**config.mk**
```make
export PLATFORM = sky130hd
export DESIGN_NAME = alu_serial_exec
export DESIGN_NICKNAME = d
export VERILOG_FILES = /design/src/rtl/lib_cpu.sv /design/src/rtl/alu_slice.sv /design/src/rtl/alu_serial_exec.sv
export SDC_FILE = /design/constraint.sdc
export NUM_CORES = 1
export LEC_CHECK = 0
export BUFFER_PORTS_ARGS = -buffer_cell sky130_fd_sc_hd__buf_2
export CORE_MARGIN = 4
export CORE_UTILIZATION = 35
export CTS_BUF_LIST = sky130_fd_sc_hd__clkbuf_4
export DETAILED_ROUTE_END_ITERATION = 8
export PLACE_DENSITY = 0.65
export SETUP_SLACK_MARGIN = 0.4
export SYNTH_ARGS = -nofsm -noshare
export SYNTH_HDL_FRONTEND = slang
export SYNTH_SLANG_ARGS = --single-unit
```
**constraint.sdc**
```tcl
create_clock -name clk -period 5.11 [get_ports clk]
set_input_delay 0.2555 -clock clk [delete_from_list [all_inputs] [get_ports clk]]
set_output_delay 0.2555 -clock clk [all_outputs]
set_load 0.02 [all_outputs]
```
**src/rtl/lib_cpu.sv**
```systemverilog
// Shared CPU definitions: ALU control codes used by the ALU control decoder
// and by the serial ALU that executes them.
// Optional feature macro: ALU_SERIAL_MULT_EN (makes ALU_MULT a legal code).
package lib_cpu;

    typedef enum logic [2:0] {
        ALU_AND  = 3'b000,
        ALU_OR   = 3'b001,
        ALU_ADD  = 3'b010,
        ALU_MULT = 3'b011,
        ALU_SUB  = 3'b110,
        ALU_SLT  = 3'b111
    } ALU_CTRL;

    // Codes that run the adder with B inverted and carry-in set.
    function automatic logic uses_sub(input logic [2:0] code);
        return (code == ALU_SUB) || (code == ALU_SLT);
    endfunction

    // Codes the serial ALU actually implements.
    function automatic logic is_legal(input logic [2:0] code);
        logic ok;
        case (code)
            ALU_AND, ALU_OR, ALU_ADD, ALU_SUB, ALU_SLT: ok = 1'b1;
`ifdef ALU_SERIAL_MULT_EN
            ALU_MULT: ok = 1'b1;
`endif
            default: ok = 1'b0;
        endcase
        return ok;
    endfunction

endpackage

```
**src/rtl/alu_slice.sv**
```systemverilog
// Combinational SLICE_W-bit ALU slice.
// Ports: a, b     slice operands
//        code     ALU control code
//        cin      carry into the slice LSB
//        y        slice result (0 for unsupported codes)
//        cout     carry out of the slice MSB
//        c_msb    carry into the slice MSB (for signed overflow)
module alu_slice
    import lib_cpu::*;
#(
    parameter int unsigned SLICE_W = 8
) (
    input  logic [SLICE_W-1:0] a,
    input  logic [SLICE_W-1:0] b,
    input  logic [2:0]         code,
    input  logic               cin,
    output logic [SLICE_W-1:0] y,
    output logic               cout,
    output logic               c_msb
);

    logic [SLICE_W-1:0] bx;
    logic [SLICE_W-1:0] sum;

    always_comb begin
        bx = uses_sub(code) ? ~b : b;
        {cout, sum} = {1'b0, a} + {1'b0, bx} + (SLICE_W + 1)'(cin);
        // sum bit = a ^ b ^ carry_in, so the carry into the MSB falls out directly
        c_msb = sum[SLICE_W-1] ^ a[SLICE_W-1] ^ bx[SLICE_W-1];
        case (code)
            ALU_AND:                   y = a & b;
            ALU_OR:                    y = a | b;
            ALU_ADD, ALU_SUB, ALU_SLT: y = sum;
            default:                   y = '0;
        endcase
    end

endmodule

```
**src/rtl/alu_serial_exec.sv**
```systemverilog
// Multi-cycle ALU: accepts one operation on in_valid/in_ready, processes
// SLICE_W bits per cycle LSB first, returns result/zero/illegal on
// out_valid/out_ready.
// Optional feature macro: ALU_SERIAL_MULT_EN (shift-and-add multiply, WIDTH cycles).
// Ports: clk, reset (sync, active-high)
//        in_valid/in_ready, alu_ctrl_sig, src_a, src_b   request side
//        out_valid/out_ready, result, zero, illegal      response side
module alu_serial_exec
    import lib_cpu::*;
#(
    parameter int unsigned WIDTH   = 32,
    parameter int unsigned SLICE_W = 8
) (
    input  logic             clk,
    input  logic             reset,
    input  logic             in_valid,
    output logic             in_ready,
    input  logic [2:0]       alu_ctrl_sig,
    input  logic [WIDTH-1:0] src_a,
    input  logic [WIDTH-1:0] src_b,
    output logic             out_valid,
    input  logic             out_ready,
    output logic [WIDTH-1:0] result,
    output logic             zero,
    output logic             illegal
);

    localparam int unsigned NSLICE = WIDTH / SLICE_W;
    localparam int unsigned CNT_W  = $clog2(WIDTH) + 1;
    localparam logic [WIDTH-1:0] SMASK = {WIDTH{1'b1}} >> (WIDTH - SLICE_W);

    typedef enum logic [1:0] {IDLE, RUN, DONE} state_t;

    state_t             state_q, state_n;
    logic [2:0]         code_q, code_n;
    logic [WIDTH-1:0]   a_q, a_n;
    logic [WIDTH-1:0]   b_q, b_n;
    logic               carry_q, carry_n;
    logic [CNT_W-1:0]   idx_q, idx_n;
    logic [WIDTH-1:0]   result_n;
    logic               zero_n, illegal_n, in_ready_n, out_valid_n;

    // Operand mux: select slice idx of the latched operands.
    logic [31:0]        off;
    logic [SLICE_W-1:0] a_sl, b_sl, y_sl;
    logic               cout_sl, cmsb_sl;

    assign off  = 32'(idx_q) * SLICE_W;
    assign a_sl = SLICE_W'(a_q >> off);
    assign b_sl = SLICE_W'(b_q >> off);

    alu_slice #(.SLICE_W(SLICE_W)) u_slice (
        .a     (a_sl),
        .b     (b_sl),
        .code  (code_q),
        .cin   (carry_q),
        .y     (y_sl),
        .cout  (cout_sl),
        .c_msb (cmsb_sl)
    );

    // State and datapath registers.
    always_ff @(posedge clk) begin
        if (reset) begin
            state_q   <= IDLE;
            code_q    <= '0;
            a_q       <= '0;
            b_q       <= '0;
            carry_q   <= 1'b0;
            idx_q     <= '0;
            result    <= '0;
            zero      <= 1'b0;
            illegal   <= 1'b0;
            in_ready  <= 1'b1;
            out_valid <= 1'b0;
        end else begin
            state_q   <= state_n;
            code_q    <= code_n;
            a_q       <= a_n;
            b_q       <= b_n;
            carry_q   <= carry_n;
            idx_q     <= idx_n;
            result    <= result_n;
            zero      <= zero_n;
            illegal   <= illegal_n;
            in_ready  <= in_ready_n;
            out_valid <= out_valid_n;
        end
    end

    // Next-state and datapath update.
    always_comb begin
        logic last;
        logic lt;
        state_n   = state_q;
        code_n    = code_q;
        a_n       = a_q;
        b_n       = b_q;
        carry_n   = carry_q;
        idx_n     = idx_q;
        result_n  = result;
        zero_n    = zero;
        illegal_n = illegal;
        last      = 1'b0;
        lt        = 1'b0;

        case (state_q)
            IDLE: begin
                if (in_valid) begin
                    code_n    = alu_ctrl_sig;
                    a_n       = src_a;
                    b_n       = src_b;
                    carry_n   = uses_sub(alu_ctrl_sig);
                    idx_n     = '0;
                    result_n  = '0;
                    zero_n    = 1'b0;
                    illegal_n = ~is_legal(alu_ctrl_sig);
                    state_n   = RUN;
                end
            end
            RUN: begin
`ifdef ALU_SERIAL_MULT_EN
                if (code_q == ALU_MULT) begin
                    // a shifts left, b shifts right: b_q[0] is multiplier bit idx
                    result_n = result + (b_q[0] ? a_q : '0);
                    a_n      = a_q << 1;
                    b_n      = b_q >> 1;
                    last     = (idx_q == CNT_W'(WIDTH - 1));
                end else
`endif
                begin
                    result_n = (result & ~(SMASK << off)) | (WIDTH'(y_sl) << off);
                    carry_n  = cout_sl;
                    last     = (idx_q == CNT_W'(NSLICE - 1));
                    if (last && code_q == ALU_SLT) begin
                        // signed less-than = sign of difference xor overflow
                        lt       = y_sl[SLICE_W-1] ^ (cmsb_sl ^ cout_sl);
                        result_n = WIDTH'(lt);
                    end
                end
                idx_n = idx_q + CNT_W'(1);
                if (last) begin
                    zero_n  = (result_n == '0);
                    state_n = DONE;
                end
            end
            DONE: begin
                if (out_ready) begin
                    state_n = IDLE;
                end
            end
            default: state_n = IDLE;
        endcase

        in_ready_n  = (state_n == IDLE);
        out_valid_n = (state_n == DONE);
    end

endmodule
```
== Yosys cells after proc, flatten, opt, wreduce, memory -nomap -nowiden ==
Index checks and enable logic that the tools add are counted.

* Bits in registers: 112
* Latch bits: 0
* RAM bits: 0
* Memory bits (read-only): 0
* Bits of input ports: 71
* Output and inout port bits: 36
* Logic and storage cells: 77
* Memories kept: 0

* Add/subtract/negate cells: 3
* Multipliers: 0
* Divide/modulo/power cells: 0
* $lt $le $gt $ge: 0
* Eq/ne operators: 14
* Shift operators: 4
* Muxes and demuxes: 20
* Bitwise logic cells: 11
* Reductions and logical operators: 14

{| class="wikitable"
|+ Operators by type and width
! kind !! count
|-
| two-way mux 32 bit || 3
|-
| case mux 32 bit (2 select lines) || 1
|-
| >> shifter 32 x 9 -> 8 bit || 2
|-
| AND 32 bit || 1
|-
| zero test 32 bit || 1
|-
| NOT 32 bit || 1
|-
| bitwise OR 32 bit || 1
|-
| << shifter 8 x 9 -> 32 bit || 1
|-
| << shifter 8 x 9 -> 32 bit (first input constant) || 1
|-
| case mux 8 bit (3 select lines) || 1
|-
| == test 3 bit (second input constant) || 4
|-
| case mux 6 bit (2 select lines) || 1
|-
| adder 8 x 8 -> 9 bit || 1
|-
| adder 9 x 1 -> 9 bit || 1
|-
| AND 8 bit || 1
|-
| two-way mux 8 bit || 1
|-
| NOT 8 bit || 1
|-
| bitwise OR 8 bit || 1
|-
| adder 6 x 1 -> 6 bit (second input constant) || 1
|-
| == test 3 x 1 -> 1 bit (second input constant) || 2
|-
| == test 3 x 2 -> 1 bit (second input constant) || 2
|-
| == test 6 x 2 -> 1 bit (second input constant) || 1
|-
| zero test 3 bit || 2
|-
| two-way mux 1 bit || 6
|-
| other kinds (17) || 28
|}

== Longest topological paths before layout ==
Gate-level depths: netlist of the first run.

* Depth after elaboration: 14
* Mapped depth: 17
* Mapped depth without buffers: 14

== Cells and area by module ==
A second synthesis of the first run with hierarchy kept.

* Cells, all modules: 661
* Area total of the unflattened synthesis: 5,430.2 µm²

{| class="wikitable"
|+ Modules (own cells, without submodules)
! module !! instances !! cells each !! area an instance (µm²)
|-
| alu_serial_exec || 1 || 577 || 4,808.4
|-
| alu_slice || 1 || 84 || 621.8
|}

== Worst setup path before layout of the first run ==
No wires, ideal clock.

* Path type: register to register
* From: register idx_q[0]
* To: register zero
* Library setup time: 0.084 ns
* Data arrival time: 3.691 ns
* Data required time: 5.026 ns
* Path slack: 1.335 ns
* Cell stages (with the launch flop): 18
* Buffers on the path: 5
* Cell sequence: dfxtp_1 > buf_2 > buf_2 > buf_2 > buf_2 > buf_2 > mux2i_1 > o22ai_1 > xnor2_1 > ha_1 > a21o_1 > a31oi_1 > nand2_1 > xor2_1 > a22o_1 > o31ai_1 > a31oi_1 > o31ai_2

* Longest elaborated chain between the ends: 14

{| class="wikitable"
|+ RTL lines
! item !! line !! source
|-
| start, declared || alu_serial_exec.sv:39 || <nowiki>logic [CNT_W-1:0] idx_q, idx_n;</nowiki>
|-
| start signal, assigned || alu_serial_exec.sv:82 || <nowiki>idx_q <= idx_n;</nowiki>
|-
| branches (longest 14 deep; another with adder 8 x 8 -> 9 bit) || -- ||
|-
| end signal, assigned || alu_serial_exec.sv:84 || <nowiki>zero <= zero_n;</nowiki>
|-
| end, declared || alu_serial_exec.sv:24 || <nowiki>output logic zero,</nowiki>
|}

Parallel ways; which one is timed is not known. The select of a mux whose other input is x is not followed.
A chain may end at the register's enable or synchronous reset.

== Worst setup path in the final report of the first run ==
* From: register idx_q[1]
* To: register zero

Same word-level chain as after synthesis.

==> results.sh, run 1 <==
export IMPL_fp_dieH_um=136
export IMPL_cp_start_kind="flop"
export IMPL_cp_cell_sequence="nor2b_1 -> nand2_1 -> o22ai_1 -> fa_1 -> inv_1 -> fa_1 -> xnor2_1 -> a32oi_1 -> o21ai_0 -> a311oi_1 -> o21ai_0 -> a211oi_1 -> nand4_1 -> o31ai_2"
export IMPL_rows=46
export IMPL_cts_resized_gates=0
export IMPL_worstPathRequired_ns=5.55
export IMPL_vias_per_cell=5.26
export IMPL_synthMuxAreaShare_pct=6.35
export IMPL_ant_nets=0
export IMPL_die_w_um=136
export IMPL_seqPwrFrac_pct=55.3
export IMPL_async_reset_ff_share_pct=0
export IMPL_yosysSeqAreaShare_pct=39.4
export IMPL_start_util_pct=35.8
export IMPL_cts_root_buf="clkbuf_4"
export IMPL_relSlewSlack_pct=21.6
export IMPL_ir_drop_mv=0.157
export IMPL_syn_to_final_growth_pct=25.6
export IMPL_yosys_area_share_simple_pct=22.5
export IMPL_synthCells=716
export IMPL_port_buffers=106
export IMPL_rsz0062_at_grt="false"
export IMPL_regArea_um2=2240
export IMPL_cts_tree="built"
export IMPL_critPathKind="flop to flop"
export IMPL_stdcell_area_um2=7150
export IMPL_p_comb_share_pct=20.2
export IMPL_first_iter_violations=482
export IMPL_overflow=0
export IMPL_nets=937
export IMPL_dr_total_vias=5670
export IMPL_gp_congestion=0.903
export IMPL_htreeDepth=3
export IMPL_drc_errors=0
export IMPL_fin_crit_sh_pct=86.3
export IMPL_grt_pass1_vias=5380
export IMPL_p_sw_uw=536
export IMPL_fin_skew_ns=0.0261
export IMPL_multiInputGateArea_um2=3220
export IMPL_coreArea_um2=15900
export IMPL_drv_cap=0
export IMPL_antenna_found_initial=0
export IMPL_nFillCells=1637
export IMPL_synth_adder_area_share_pct=2.99
export IMPL_status="finished clean"
export IMPL_post_dp_hpwl_um=12100
export IMPL_finalMaxSlewViolations=0
export IMPL_synth_cell_types=64
export IMPL_yosys_register_bits=112
export IMPL_hold_path_class="primary input to flop"
export IMPL_cts_clk_slew_worst_paths_ns=0.18
export IMPL_avgSynthCellArea_um2=7.95
export IMPL_num_antenna_cells=0
export IMPL_setup_tns_ns=0
export IMPL_power_uw=1710
export IMPL_period_needed_ns=4.41
export IMPL_r2r_cells=14
export IMPL_grt_util_all_layers_pct=18.7
export IMPL_clk_latency_ns=0.51
export IMPL_firstDrtPassIters=7
export IMPL_r2r_end="zero"
export IMPL_clk_path_buf_depth=2
export IMPL_cp_endpoint="zero"
export IMPL_setup_viol=0
export IMPL_dpl_instance_area_um2=6340
export IMPL_leakage_uw=0.00284
export IMPL_synth_top_family_by_area="simple AND/OR/NAND/NOR gates"
export IMPL_ys_warn_count=0
export IMPL_synth_compound_area_share_pct=22.2
export IMPL_synth_xor_area_share_pct=2.44
export IMPL_wl_um=17200
export IMPL_grt_max_degree=70
export IMPL_synth_edff_count=0
export IMPL_max_freq_mhz=227
export IMPL_endpoint_kind="flop"
export IMPL_dieArea_um2=18400
export IMPL_p_int_uw=1180
export IMPL_ios=107
export IMPL_synth_fp_nets=797
export IMPL_crit_start="idx_q[1]"
export IMPL_crit_path_max_incr_delay_ns=0.73
export IMPL_crit_slowest_cell="dfxtp_1"
export IMPL_crit_arrival_ns=4.85
export IMPL_syn_area_um2=5690
export IMPL_ys_flop_type="dfxtp_1"
export IMPL_whs_path_depth=4
export IMPL_whs_ns=0.159
export IMPL_r2r_start="idx_q[1]"
export IMPL_grt_pass1_wl_um=27600
export IMPL_cellPowerDensity_nw_per_um2=239
export IMPL_cts_buffers=9
export IMPL_rrSetupSlack_ns=0.70
export IMPL_drive_gt1_share_pct=17.2
export IMPL_wl_per_cell_um=15.9
export IMPL_finalHoldViolCount=0
export IMPL_swShare_pct=31.3
export IMPL_tightest_slew_ns=1.18
export IMPL_power_frac_clock_pct=24.5
export IMPL_cts_sink_count=112
export IMPL_cp_max_fo=15
## per-layer routing
| metal | up-vias | track usage, % | share of wire, % |
|---|---|---|---|
| met2 | 196 | 30.0 | 47 |
| li1 | 2815 | - | - |
| met5 | - | 0 | 0 |
| met4 | 0 | 4.42 | 1.1 |
| met1 | 2641 | 25.5 | 46 |
| met3 | 18 | 4.49 | 6.2 |
## sequential cells by signal (all words and copies together), names as in the netlist
signal     cells
carry_q        1
result        32
b_q           32
zero           1
idx_q          6
code_q         3
illegal        1
in_ready       1
out_valid      1
a_q           32
state_q        2
## worst max-delay path, delay by kind of cell, from the launching register on
| kind | cells | cell delay [ns] |
|---|---|---|
| compound gates | 7 | 1.80 |
| simple gates | 3 | 0.87 |
| flops | 1 | 0.73 |
| fa+ha+maj | 2 | 0.72 |
| xor+xnor | 1 | 0.15 |
| buf+inv | 1 | 0.06 |
## final cells by class
| class | instances | area share (%) |
|---|---|---|
| Inverter | 6 | 0.315 |
| Timing Repair Buffer | 180 | 17.6 |
| Tap cell | 216 | 3.78 |
| Sequential cell | 112 | 31.4 |
| Clock inverter | 6 | 0.788 |
| Clock buffer | 10 | 1.05 |
| Multi-Input combinational cell | 547 | 45.1 |
## power groups by stage
stage / sequential, uW / combinational, uW / clock (uW)
2_1_floorplan: 947 / 225 / 0
6_report: 946 / 346 / 420
5_1_grt: 952 / 383 / 469
3_3_place_gp: 965 / 299 / 0
4_1_cts: 946 / 342 / 432
3_5_place_dp: 965 / 301 / 0
## cell usage after synthesis, drive strengths merged, types with 8 or more instances
| cell type | n | area [um^2] |
|---|---|---|
| o21ai | 15 | 75.1 |
| a22oi | 28 | 210 |
| nor3 | 9 | 45.0 |
| xnor2 | 13 | 121 |
| nand2b | 9 | 56.3 |
| a32oi | 9 | 78.8 |
| ha | 8 | 100 |
| mux2i | 26 | 260 |
| nand2 | 153 | 577 |
| dfxtp | 112 | 2240 |
| and2 | 9 | 56.3 |
| o22ai | 17 | 120 |
| buf | 10 | 55.1 |
| a21oi | 90 | 450 |
| nor2 | 63 | 236 |
| clkbuf | 41 | 154 |
## cell usage in the layout (no fill, tap or decap), types with 4 or more instances in the layout
| cell type | netlist | routed |
|---|---|---|
| a21o_1 | 4 | 4 |
| a21oi_1 | 90 | 90 |
| a22oi_1 | 28 | 28 |
| a32oi_1 | 9 | 9 |
| and2_1 | 9 | 8 |
| buf_2 | 8 | 105 |
| buf_4 | 0 | 7 |
| clkbuf_4 | 0 | 10 |
| dfxtp_1 | 112 | 111 |
| dlygate4sd3_1 | 0 | 68 |
| ha_1 | 8 | 8 |
| inv_1 | 6 | 6 |
| mux2i_1 | 26 | 26 |
| mux4_2 | 4 | 4 |
| nand2_1 | 152 | 151 |
| nand2b_1 | 9 | 9 |
| nand3_1 | 6 | 6 |
| nand4_1 | 5 | 5 |
| nor2_1 | 63 | 63 |
| nor2b_1 | 6 | 6 |
| nor3_1 | 9 | 9 |
| nor4_1 | 6 | 6 |
| o21ai_0 | 12 | 12 |
| o22ai_1 | 16 | 16 |
| o31ai_1 | 4 | 4 |
| o32a_1 | 4 | 4 |
| or2_2 | 5 | 5 |
| or3_1 | 4 | 4 |
| or4_1 | 4 | 4 |
| xnor2_1 | 12 | 12 |
## timing repair
item / CTS / global route
hold endpoints to repair: 68 / 0
hold buffers: 68 / 0
setup buffers: 0 / 0
## through the flow
step	cells	utilization, %	setup WS [ns]
3_5_place_dp	993	39.9	0.936
5_1_grt	1077	45.0	0.499
4_1_cts	1077	45.0	0.869
6_report	1077	45.0	0.702
3_3_place_gp	993	39.9	1.05
2_1_floorplan	716	-	1.34
## kinds of logic after synthesis
kind of cell	after synthesis
xor gates and xnor gates	15
adders and majority gates	13
muxes	31
and+or+nand+nor	290
DFF	112
AOI/OAI and AO/OA	198
buffers and inverters	57
## how the worst min path moves through the flow
stage / startpoint / to / slack [ns]
3_3_place_gp: a_q[6] / a_q[6] / 0.44
5_1_grt: in_valid / state_q[0] / 0.13
3_5_place_dp: a_q[6] / a_q[6] / 0.45
6_report: in_valid / idx_q[4] / 0.16
4_1_cts: in_valid / idx_q[4] / 0.13
2_1_floorplan: src_a[25] / a_q[25] / 0.39
No activity file was read; power rests on OpenSTA's default activity.
==> inputs of run 2 (changes only) <==
Settings changed: ABC_CLOCK_PERIOD_IN_PS set to 5110, CORE_UTILIZATION 35 to 55, PLACE_DENSITY 0.65 to 0.89.
==> results.sh, run 2 (synthesis gave the netlist of run 1 again) <==
export IMPL_cts_tree="built"
export IMPL_clk_path_buf_depth=2
export IMPL_gp_congestion=0.975
export IMPL_path_buf_inv=1
export IMPL_grt_util_all_layers_pct=27.1
export IMPL_nFillCells=865
export IMPL_endpoint_kind="flop"
export IMPL_holdBufCountCts=10
export IMPL_worstPathRequired_ns=5.50
export IMPL_setup_viol=0
export IMPL_min_from="src_b[25]"
export IMPL_stdcell_area_um2=6440
export IMPL_first_iter_violations=392
export IMPL_dieArea_um2=12000
export IMPL_nets=880
export IMPL_cts_sink_count=112
export IMPL_htreeDepth=3
export IMPL_layout_commonest_cell="nand2_1"
export IMPL_antenna_found_initial=0
export IMPL_final_cell_mix="nand2_1, dfxtp_1, buf_2, a21oi_1, nor2_1"
export IMPL_syn_to_final_growth_pct=13.2
export IMPL_grt_use_met3_pct=3.93
export IMPL_cts_setup_buffers=0
export IMPL_fin_skew_ns=0.0145
export IMPL_relSlewSlack_pct=28.6
export IMPL_grt_pass1_wl_um=25900
export IMPL_fp_dieH_um=110
export IMPL_wl_um=15800
export IMPL_cts_buffers=9
export IMPL_status="finished clean"
export IMPL_dpl_instance_area_um2=6230
export IMPL_drv_cap=0
export IMPL_grt_pass1_vias=5299
export IMPL_leakage_uw=0.00259
export IMPL_dr_total_vias=5564
export IMPL_fin_crit_sh_pct=83.1
export IMPL_critical_path_top_delay_family="compound AO/OA/AOI/OAI gates"
export IMPL_die_w_um=110
export IMPL_ios=107
export IMPL_overflow=0
export IMPL_cp_start_kind="flop"
export IMPL_rrSetupSlack_ns=0.86
export IMPL_finalHoldViolCount=0
export IMPL_grtUsageMet1_pct=34.4
export IMPL_critPathKind="flop to flop"
export IMPL_cts_root_buf="clkbuf_4"
export IMPL_drc_errors=0
export IMPL_firstDrtPassIters=6
export IMPL_setup_tns_ns=0
export IMPL_max_freq_mhz=235
export IMPL_ir_drop_mv=0.137
export IMPL_ant_nets=0
export IMPL_port_buffers=106
export IMPL_crit_slowest_cell="or3_1"
export IMPL_coreArea_um2=9910
export IMPL_vias_per_cell=5.95
export IMPL_period_needed_ns=4.25
export IMPL_rows=36
export IMPL_cts_clk_slew_worst_paths_ns=0.15
export IMPL_post_dp_hpwl_um=11800
export IMPL_clk_latency_ns=0.45
export IMPL_num_antenna_cells=0
export IMPL_rsz0062_at_grt="false"
export IMPL_finalMaxSlewViolations=0
export IMPL_grt_max_degree=111
export IMPL_crit_start="idx_q[3]"
export IMPL_crit_arrival_ns=4.63
export IMPL_cp_max_fo=15
export IMPL_wl_per_cell_um=16.9
export IMPL_r2r_start="idx_q[3]"
export IMPL_cellPowerDensity_nw_per_um2=252
export IMPL_crit_path_max_incr_delay_ns=0.57
export IMPL_tightest_slew_ns=1.07
export IMPL_met2_usage_pct=47.6
export IMPL_grt_busiest_layer="met2"
export IMPL_reg_top3="a_q (32), b_q (32), result (32)"
export IMPL_drive_gt1_share_pct=18.1
export IMPL_cts_resized_gates=0
export IMPL_hold_path_class="primary input to flop"
export IMPL_start_util_pct=57.4
export IMPL_cp_cell_sequence="or3_4 -> or3_1 -> o22ai_1 -> fa_1 -> inv_1 -> fa_1 -> xnor2_1 -> a32oi_1 -> o21ai_0 -> a311oi_1 -> o21ai_0 -> a211oi_1 -> nand4_1 -> o31ai_2"
==> run 2: cell count changes in the layout (fill, tap and decap cells not counted) <==
cell / delta
clkinv_8: -1
dlygate4sd3_1: -57
clkinv_4: -1
inv_8: -1
clkinv_1: +1
==> run 2: path summary, 6_finish.rpt <==
kind                            endpoint  cells after the start
worst max-delay path                zero                     14
worst min register to register   a_q[14]                      2
worst max register to register      zero                     14
worst min-delay path             b_q[25]                      3
==> run 2: per-stage QoR <==
stage                     util [%]  worst slack (ns)  hold slack [ns]  power (uW)  std cells
after floorplan                  -              1.34            0.391        1170        716
after global placement        62.9              1.09            0.442        1250        910
after detailed placement      62.9             0.953            0.449        1260        910
after CTS                     64.9             0.901         0.000375        1630        934
after global routing          65.0             0.594          0.00207        1700        935
final                         65.0             0.863           0.0192        1620        935
==> run 2: report_power, final <==
part,switching (uW),internal [uW]
registers,30.7,909
clock network,269,98.4
logic,191,125
total,491,1130
==> run 2: area by class of cell <==
cell class / count / area, um^2 / area share, %
multi-input cells: 547 / 3220 / 50.0
flip-flops and latches: 112 / 2240 / 34.8
repair buffers: 123 / 688 / 10.7
well taps: 133 / 166 / 2.58
clock buffers: 10 / 75.1 / 1.17
clock inverters: 4 / 23.8 / 0.369
inverters: 6 / 22.5 / 0.350
==> run 2: metal layers <==
| layer | vias up | part of all wire, % |
|---|---|---|
| li1 | 2708 | - |
| met1 | 2593 | 41 |
| met2 | 238 | 50 |
| met3 | 25 | 7.1 |
| met4 | 0 | 1.8 |
| met5 | - | 0 |
==> run 2: worst min-delay path, stage by stage <==
cell,delay (ns)
buf_2,0.10
nand2_1,0.05
a21oi_1,0.05
